### config.mk
export PLATFORM = sky130hd
export DESIGN_NAME = fetch_sequencer_flat
export DESIGN_NICKNAME = d
export VERILOG_FILES = /design/src/rtl/fetch_sequencer_pkg.sv /design/src/rtl/fetch_sequencer_if.sv /design/src/rtl/fetch_sequencer.sv /design/src/flat_wrapper.sv
export SDC_FILE = /design/constraint.sdc
export NUM_CORES = 1
export LEC_CHECK = 0
export CORE_MARGIN = 3
export CORE_UTILIZATION = 40
export DETAILED_ROUTE_END_ITERATION = 10
export DONT_BUFFER_PORTS = 1
export PLACE_DENSITY = 0.55
export SLEW_MARGIN = 20
export SYNTH_ARGS = -nofsm -noshare
export SYNTH_HDL_FRONTEND = slang
export SYNTH_SLANG_ARGS = --single-unit
### constraint.sdc
create_clock -name clk -period 2.25 [get_ports clk]
set_input_delay 0.3375 -clock clk [delete_from_list [all_inputs] [get_ports clk]]
set_output_delay 0.3375 -clock clk [all_outputs]
set_load 0.1 [all_outputs]
### src/rtl/fetch_sequencer_pkg.sv
// Shared definitions for the fetch sequencer: state encoding, instruction-length
// prefix and the opcodes the control decoder also relies on.
package fetch_sequencer_pkg;

    localparam logic [2:0] ST_IDLE     = 3'd0;
    localparam logic [2:0] ST_FETCH_LO = 3'd1;
    localparam logic [2:0] ST_FETCH_HI = 3'd2;
    localparam logic [2:0] ST_EXEC     = 3'd3;
    localparam logic [2:0] ST_MEM      = 3'd4;
    localparam logic [2:0] ST_SYS      = 3'd5;

    typedef enum logic [2:0] {
        IDLE     = ST_IDLE,
        FETCH_LO = ST_FETCH_LO,
        FETCH_HI = ST_FETCH_HI,
        EXEC     = ST_EXEC,
        MEM      = ST_MEM,
        SYS      = ST_SYS
    } state_t;

    localparam logic [1:0] TWO_BYTE_PREFIX = 2'b11;

    localparam logic [4:0] OP_SW = 5'b11100;
    localparam logic [4:0] OP_LW = 5'b11110;
    localparam logic [4:0] OP_JR = 5'b11010;

    // A first byte carrying the prefix in its top two bits needs a second byte.
    function automatic logic isTwoByte(input logic [7:0] lo);
        return lo[7:6] == TWO_BYTE_PREFIX;
    endfunction

endpackage

### src/rtl/fetch_sequencer_if.sv
// Bundle of memory-port, decoder and datapath signals around the fetch sequencer.
// The master modport is the sequencer side; slave is the surrounding system.
interface fetch_sequencer_if #(
    parameter int ADDR_W = 8
);

    logic [ADDR_W-1:0] pc;
    logic [ADDR_W-1:0] mem_addr;
    logic              mem_rd;
    logic              mem_wr;
    logic [7:0]        mem_wdata;
    logic [7:0]        mem_rdata;
    logic              mem_ready;
    logic              MemRead;
    logic              MemWrite;
    logic              Syscalls;
    logic [ADDR_W-1:0] data_addr;
    logic [7:0]        data_wdata;
    logic [15:0]       instr;
    logic              instr_valid;
    logic [1:0]        pc_step;
    logic [7:0]        data_rdata;
    logic              pc_en;
    logic              sys_req;
    logic              sys_ack;
    logic [15:0]       instr_count;

    modport master (
        input  pc, mem_rdata, mem_ready, MemRead, MemWrite, Syscalls,
               data_addr, data_wdata, sys_ack,
        output mem_addr, mem_rd, mem_wr, mem_wdata, instr, instr_valid,
               pc_step, data_rdata, pc_en, sys_req, instr_count
    );

    modport slave (
        output pc, mem_rdata, mem_ready, MemRead, MemWrite, Syscalls,
               data_addr, data_wdata, sys_ack,
        input  mem_addr, mem_rd, mem_wr, mem_wdata, instr, instr_valid,
               pc_step, data_rdata, pc_en, sys_req, instr_count
    );

endinterface

### src/rtl/fetch_sequencer.sv
// Multi-cycle fetch/execute sequencer sharing one byte-wide memory port between
// instruction fetch and lw/sw data accesses, with one commit pulse per instruction.
module fetch_sequencer
    import fetch_sequencer_pkg::*;
#(
    parameter int ADDR_W = 8
) (
    input  logic              clk,
    input  logic              reset,
    fetch_sequencer_if.master bus
);

    state_t            r_state;
    logic [7:0]        r_lo;
    logic [15:0]       r_instr;
    logic [1:0]        r_pcStep;
    logic [7:0]        r_dataRdata;
    logic [ADDR_W-1:0] r_dataAddr;
    logic [7:0]        r_dataWdata;
    logic              r_isStore;
    logic [15:0]       r_instrCount;

    logic              w_pcEn;
    logic [ADDR_W-1:0] w_memAddr;

    // Commit only when the instruction's last step completes; mem_ready and
    // sys_ack are ignored in every other state.
    always_comb begin
        w_pcEn = 1'b0;
        case (r_state)
            EXEC:    w_pcEn = !bus.MemWrite && !bus.MemRead && !bus.Syscalls;
            MEM:     w_pcEn = bus.mem_ready;
            SYS:     w_pcEn = bus.sys_ack;
            default: w_pcEn = 1'b0;
        endcase
    end

    // Fetch addresses follow pc live so a PC update at commit is seen at once.
    always_comb begin
        w_memAddr = r_dataAddr;
        case (r_state)
            FETCH_LO: w_memAddr = bus.pc;
            FETCH_HI: w_memAddr = bus.pc + ADDR_W'(1);
            default:  w_memAddr = r_dataAddr;
        endcase
    end

    always_ff @(posedge clk or posedge reset) begin
        if (reset) begin
            r_state      <= IDLE;
            r_lo         <= 8'h00;
            r_instr      <= 16'h0000;
            r_pcStep     <= 2'd1;
            r_dataRdata  <= 8'h00;
            r_dataAddr   <= '0;
            r_dataWdata  <= 8'h00;
            r_isStore    <= 1'b0;
            r_instrCount <= 16'h0000;
        end else begin
            case (r_state)
                IDLE: r_state <= FETCH_LO;
                FETCH_LO: begin
                    if (bus.mem_ready) begin
                        r_lo <= bus.mem_rdata;
                        if (isTwoByte(bus.mem_rdata)) begin
                            r_state <= FETCH_HI;
                        end else begin
                            r_instr  <= {8'h00, bus.mem_rdata};
                            r_pcStep <= 2'd1;
                            r_state  <= EXEC;
                        end
                    end
                end
                FETCH_HI: begin
                    if (bus.mem_ready) begin
                        r_instr  <= {bus.mem_rdata, r_lo};
                        r_pcStep <= 2'd2;
                        r_state  <= EXEC;
                    end
                end
                EXEC: begin
                    if (bus.MemWrite || bus.MemRead) begin
                        r_dataAddr  <= bus.data_addr;
                        r_dataWdata <= bus.data_wdata;
                        r_isStore   <= bus.MemWrite;
                        r_state     <= MEM;
                    end else if (bus.Syscalls) begin
                        r_state <= SYS;
                    end else begin
                        r_state <= FETCH_LO;
                    end
                end
                MEM: begin
                    if (bus.mem_ready) begin
                        if (!r_isStore) begin
                            r_dataRdata <= bus.mem_rdata;
                        end
                        r_state <= FETCH_LO;
                    end
                end
                SYS: begin
                    if (bus.sys_ack) begin
                        r_state <= FETCH_LO;
                    end
                end
                default: r_state <= IDLE;
            endcase

            if (w_pcEn) begin
                r_instrCount <= r_instrCount + 16'd1;
            end
        end
    end

    assign bus.mem_addr    = w_memAddr;
    assign bus.mem_rd      = (r_state == FETCH_LO) || (r_state == FETCH_HI) ||
                             ((r_state == MEM) && !r_isStore);
    assign bus.mem_wr      = (r_state == MEM) && r_isStore;
    assign bus.mem_wdata   = r_dataWdata;
    assign bus.instr       = r_instr;
    assign bus.instr_valid = (r_state == EXEC);
    assign bus.pc_step     = r_pcStep;
    assign bus.data_rdata  = r_dataRdata;
    assign bus.pc_en       = w_pcEn;
    assign bus.sys_req     = (r_state == SYS);
    assign bus.instr_count = r_instrCount;

endmodule

### src/flat_wrapper.sv
// flat-port wrapper written by rule: the top's interface ports become plain ports
module fetch_sequencer_flat import fetch_sequencer_pkg::*;
#(
    parameter int ADDR_W = 8
)
  (clk, reset, bus_pc, bus_mem_rdata, bus_mem_ready, bus_MemRead, bus_MemWrite, bus_Syscalls, bus_data_addr, bus_data_wdata, bus_sys_ack, bus_mem_addr, bus_mem_rd, bus_mem_wr, bus_mem_wdata, bus_instr, bus_instr_valid, bus_pc_step, bus_data_rdata, bus_pc_en, bus_sys_req, bus_instr_count);
  fetch_sequencer_if #(.ADDR_W(ADDR_W)) bus_i ();
  input  logic clk;
  input  logic reset;
  input wire logic [$bits(bus_i.pc)-1:0] bus_pc;
  input wire logic [$bits(bus_i.mem_rdata)-1:0] bus_mem_rdata;
  input wire logic [$bits(bus_i.mem_ready)-1:0] bus_mem_ready;
  input wire logic [$bits(bus_i.MemRead)-1:0] bus_MemRead;
  input wire logic [$bits(bus_i.MemWrite)-1:0] bus_MemWrite;
  input wire logic [$bits(bus_i.Syscalls)-1:0] bus_Syscalls;
  input wire logic [$bits(bus_i.data_addr)-1:0] bus_data_addr;
  input wire logic [$bits(bus_i.data_wdata)-1:0] bus_data_wdata;
  input wire logic [$bits(bus_i.sys_ack)-1:0] bus_sys_ack;
  output wire logic [$bits(bus_i.mem_addr)-1:0] bus_mem_addr;
  output wire logic [$bits(bus_i.mem_rd)-1:0] bus_mem_rd;
  output wire logic [$bits(bus_i.mem_wr)-1:0] bus_mem_wr;
  output wire logic [$bits(bus_i.mem_wdata)-1:0] bus_mem_wdata;
  output wire logic [$bits(bus_i.instr)-1:0] bus_instr;
  output wire logic [$bits(bus_i.instr_valid)-1:0] bus_instr_valid;
  output wire logic [$bits(bus_i.pc_step)-1:0] bus_pc_step;
  output wire logic [$bits(bus_i.data_rdata)-1:0] bus_data_rdata;
  output wire logic [$bits(bus_i.pc_en)-1:0] bus_pc_en;
  output wire logic [$bits(bus_i.sys_req)-1:0] bus_sys_req;
  output wire logic [$bits(bus_i.instr_count)-1:0] bus_instr_count;
  assign bus_i.pc = bus_pc;
  assign bus_i.mem_rdata = bus_mem_rdata;
  assign bus_i.mem_ready = bus_mem_ready;
  assign bus_i.MemRead = bus_MemRead;
  assign bus_i.MemWrite = bus_MemWrite;
  assign bus_i.Syscalls = bus_Syscalls;
  assign bus_i.data_addr = bus_data_addr;
  assign bus_i.data_wdata = bus_data_wdata;
  assign bus_i.sys_ack = bus_sys_ack;
  assign bus_mem_addr = bus_i.mem_addr;
  assign bus_mem_rd = bus_i.mem_rd;
  assign bus_mem_wr = bus_i.mem_wr;
  assign bus_mem_wdata = bus_i.mem_wdata;
  assign bus_instr = bus_i.instr;
  assign bus_instr_valid = bus_i.instr_valid;
  assign bus_pc_step = bus_i.pc_step;
  assign bus_data_rdata = bus_i.data_rdata;
  assign bus_pc_en = bus_i.pc_en;
  assign bus_sys_req = bus_i.sys_req;
  assign bus_instr_count = bus_i.instr_count;
  fetch_sequencer #(.ADDR_W(ADDR_W)) u_core (.clk(clk), .reset(reset), .bus(bus_i));
endmodule
==> run_results.csv <==
group,metric,value,unit
floorplan,pin_count,102,
run_status,status,"finished, final reports clean",
timing,min_period,2.16,ns
cells_and_area,area_growth,28.8,%
synthesis,async_flop_share,1.00,
cells_and_area,final_nets,388,
timing,fin_crit_sh,0.961,
clock_network,clock_latency,0.35,ns
clock_network,clkSinkCount,70,
timing,skew,0.0126,ns
clock_network,cts_tree,"yes",
clock_network,path_clk_slew,0.09,ns
detailed_routing,wl,7.99,mm
clock_network,clockBufferDepth,2,
synthesis,netlist_area,3470,um^2
placed_design,io_buffers,0,
synthesis,synth_cell_types,40,
cells_and_area,postLayoutCellArea,4460,um^2
clock_network,cts_root_buf,"clkbuf_8",
floorplan,die_y,99.1,um
clock_network,numCtsBuffers,9,
job,maxCapViolCount,0,
global_routing,first_global_vias,2557,
global_routing,grt_pass1_wl,13.0,mm
synthesis,synthTopCellsByArea,"dfrtp_1 50%, mux2_2 13%, xnor2_1 4.5%, mux2_4 4.3%, nand4_1 3.1%",
detailed_routing,route.detailed.drc,0,
floorplan,core-area,8300,um^2
timing,finalSetupTns,0,ns
global_routing,grt_use_total,0.167,
global_routing,grt_max_degree,71,
hold_path,hold_path.class,"in2reg",
synthesis,syn-instance-count,299,
synthesis,ys_seq_area_frac,0.506,
global_routing,antenna_found_initial,0,
synthesis,synthFlopType,"dfrtp_1",
setup_path,cp_max_fo,10,
detailed_routing,route.antenna.remaining_nets,0,
floorplan,fp.dieW,99.1,um
cells_and_area,drive_above_1_share,0.403,
placed_design,placed_cell_area,4060,um^2
floorplan,die-area,9820,um^2
cells_and_area,antenna_cells,0,
synthesis,yosysWarnings,0,
detailed_routing,vias,2465,
synthesis,synth_common_cells,"69 x dfrtp_1, 40 x mux2_2, 20 x o21ai_0, 18 x xnor2_1, 17 x nand4_1",
detailed_routing,drt_iter0_markers,122,
setup_path,worstPathRequired,1.91,ns
placed_design,dpl_worst_slack,0.336,ns
global_routing,grt-ovfl-total,0,
detailed_routing,drt-pass1-iter-count,6,
synthesis,synth_top_area_cell,"dfrtp_1",
timing,timing.fmax,463,MHz
timing,hold_ws,0.0910,ns
timing,hold_viol,0,
timing,finalSetupViolCount,0,
floorplan,rows,33,
timing,fin_ws,0.0880,ns
placed_design,hpwl,5.55,mm
synthesis,synth_fp_nets,340,
setup_path,crit_path_start_kind,"register",
synthesis,yosysTopAreaCellShare,0.498,
timing,tightest_slew,0.916,ns
synthesis,synth_edf_count,0,
timing,drv_slew,0,
floorplan,start_util,0.418,
cells_and_area,num-fill-cells,750,
synthesis,synth.avg_cell_area,11.6,um^2
placed_design,place.gp.congestion,0.729,
synthesis,ys_seq_elements,70,
clock_network,htreeDepth,3,
setup_path,path_class,"reg2out",
detailed_routing,viasPerCell,5.39,
timing,slew_headroom,0.389,
setup_path,cp-end-kind,"output pin",
synthesis,yosysMostFrequentCell,"dfrtp_1",
setup_path,cp.arrival,1.82,ns
detailed_routing,wl_per_cell,17.5,um
-- final timing paths --
kind                                            to  slack (ns)  cells after the start               from
setup / recovery                   bus_mem_addr[4]        0.09                      5  u_core.r_state[1]
hold / removal                   u_core.r_state[2]        0.09                      1      bus_mem_ready
setup reg to reg             u_core.bus.pc_step[1]        0.42                      6  u_core.r_state[1]
hold reg to reg                     u_core.r_lo[5]        0.51                      1     u_core.r_lo[5]
max in group asynchronous    u_core.bus.pc_step[0]        1.40                      3              reset
min in group asynchronous  u_core.bus.mem_wdata[1]        0.53                      3              reset
-- cells by family (layout without fill, tap and decap cells) --
family,Yosys count,count (layout),share of synthesized area
xor+xnor,21,21,0.0531
fa+ha+maj,2,2,0.00722
buf+inv,31,84,0.0523
compound gates,47,47,0.0856
flops,70,70,0.506
simple gates,76,76,0.117
mux,52,52,0.179
-- what timing repair did --
| item | in CTS | in global routing |
|---|---|---|
| hold buffers | 1 | 0 |
| setup buffers | 0 | 6 |
| gates resized for setup | 2 | 13 |
| setup endpoints to repair | 6 | 6 |
| gates cloned | 0 | 1 |
| pin swaps | 0 | 3 |
| hold endpoints to repair | 69 | 0 |
-- layout by cell type (no fill, tap or decap), types with 2 or more instances in the layout --
cell type and count:
inv_6 2, nand2b_1 2, o21ai_0 17, nand4_1 17
mux2_4 10, nor3_1 5, inv_1 12, mux2_2 40
ha_1 2, buf_4 37, o221ai_4 2, nor2_1 12
buf_6 2, o21a_1 2, and3_1 6, a21oi_2 3
nand2_1 13, bufinv_16 3, clkbuf_8 9, o22ai_1 4
a21oi_1 4, a22o_1 3, xnor2_1 18, o21ai_2 3
nand3_1 9, a22oi_1 4, mux2i_1 2, dfrtp_1 67
nor2_4 2, xor2_1 3, buf_12 14, dfrtp_2 2
-- sequential cells by signal, indices dropped and copies added (netlist names) --
name / flops
u_core.bus.data_rdata: 8
u_core.bus.instr: 16
u_core.bus.instr_count: 16
u_core.bus.mem_wdata: 8
u_core.bus.pc_step: 2
u_core.r_dataAddr: 8
u_core.r_isStore: 1
u_core.r_lo: 8
u_core.r_state: 3
-- worst max-delay path: stages (launching register included) --
cell and delay, ns:
dfrtp_2 0.46, buf_12 0.16, nor2_2 0.26, a22oi_1 0.17
o221ai_4 0.23, buf_12 0.20
-- per-layer routing --
metal	vias up	global-route usage	share of wire
met5	-	0	0
met4	0	0.0672	0.015
met3	11	0.0467	0.074
met2	74	0.269	0.48
met1	1208	0.212	0.43
li1	1172	-	-
-- final cells by class --
type | count | area (um^2) | area share
tap | 105 | 131 | 0.0294
multi-input combinational | 198 | 1660 | 0.372
inverter | 13 | 48.8 | 0.0109
timing repair buffer | 55 | 616 | 0.138
clock inverter | 7 | 128 | 0.0286
sequential | 70 | 1760 | 0.393
clock buffer | 9 | 124 | 0.0278
-- through the flow --
stage / util / std cells
after floorplan: - / 299
after global placement: 0.489 / 433
after detailed placement: 0.489 / 433
after CTS: 0.522 / 450
after global routing: 0.538 / 457
final: 0.538 / 457
Power is not shown: default switching activity piles up to over one toggle a cycle in this logic, so the estimate is an artifact.
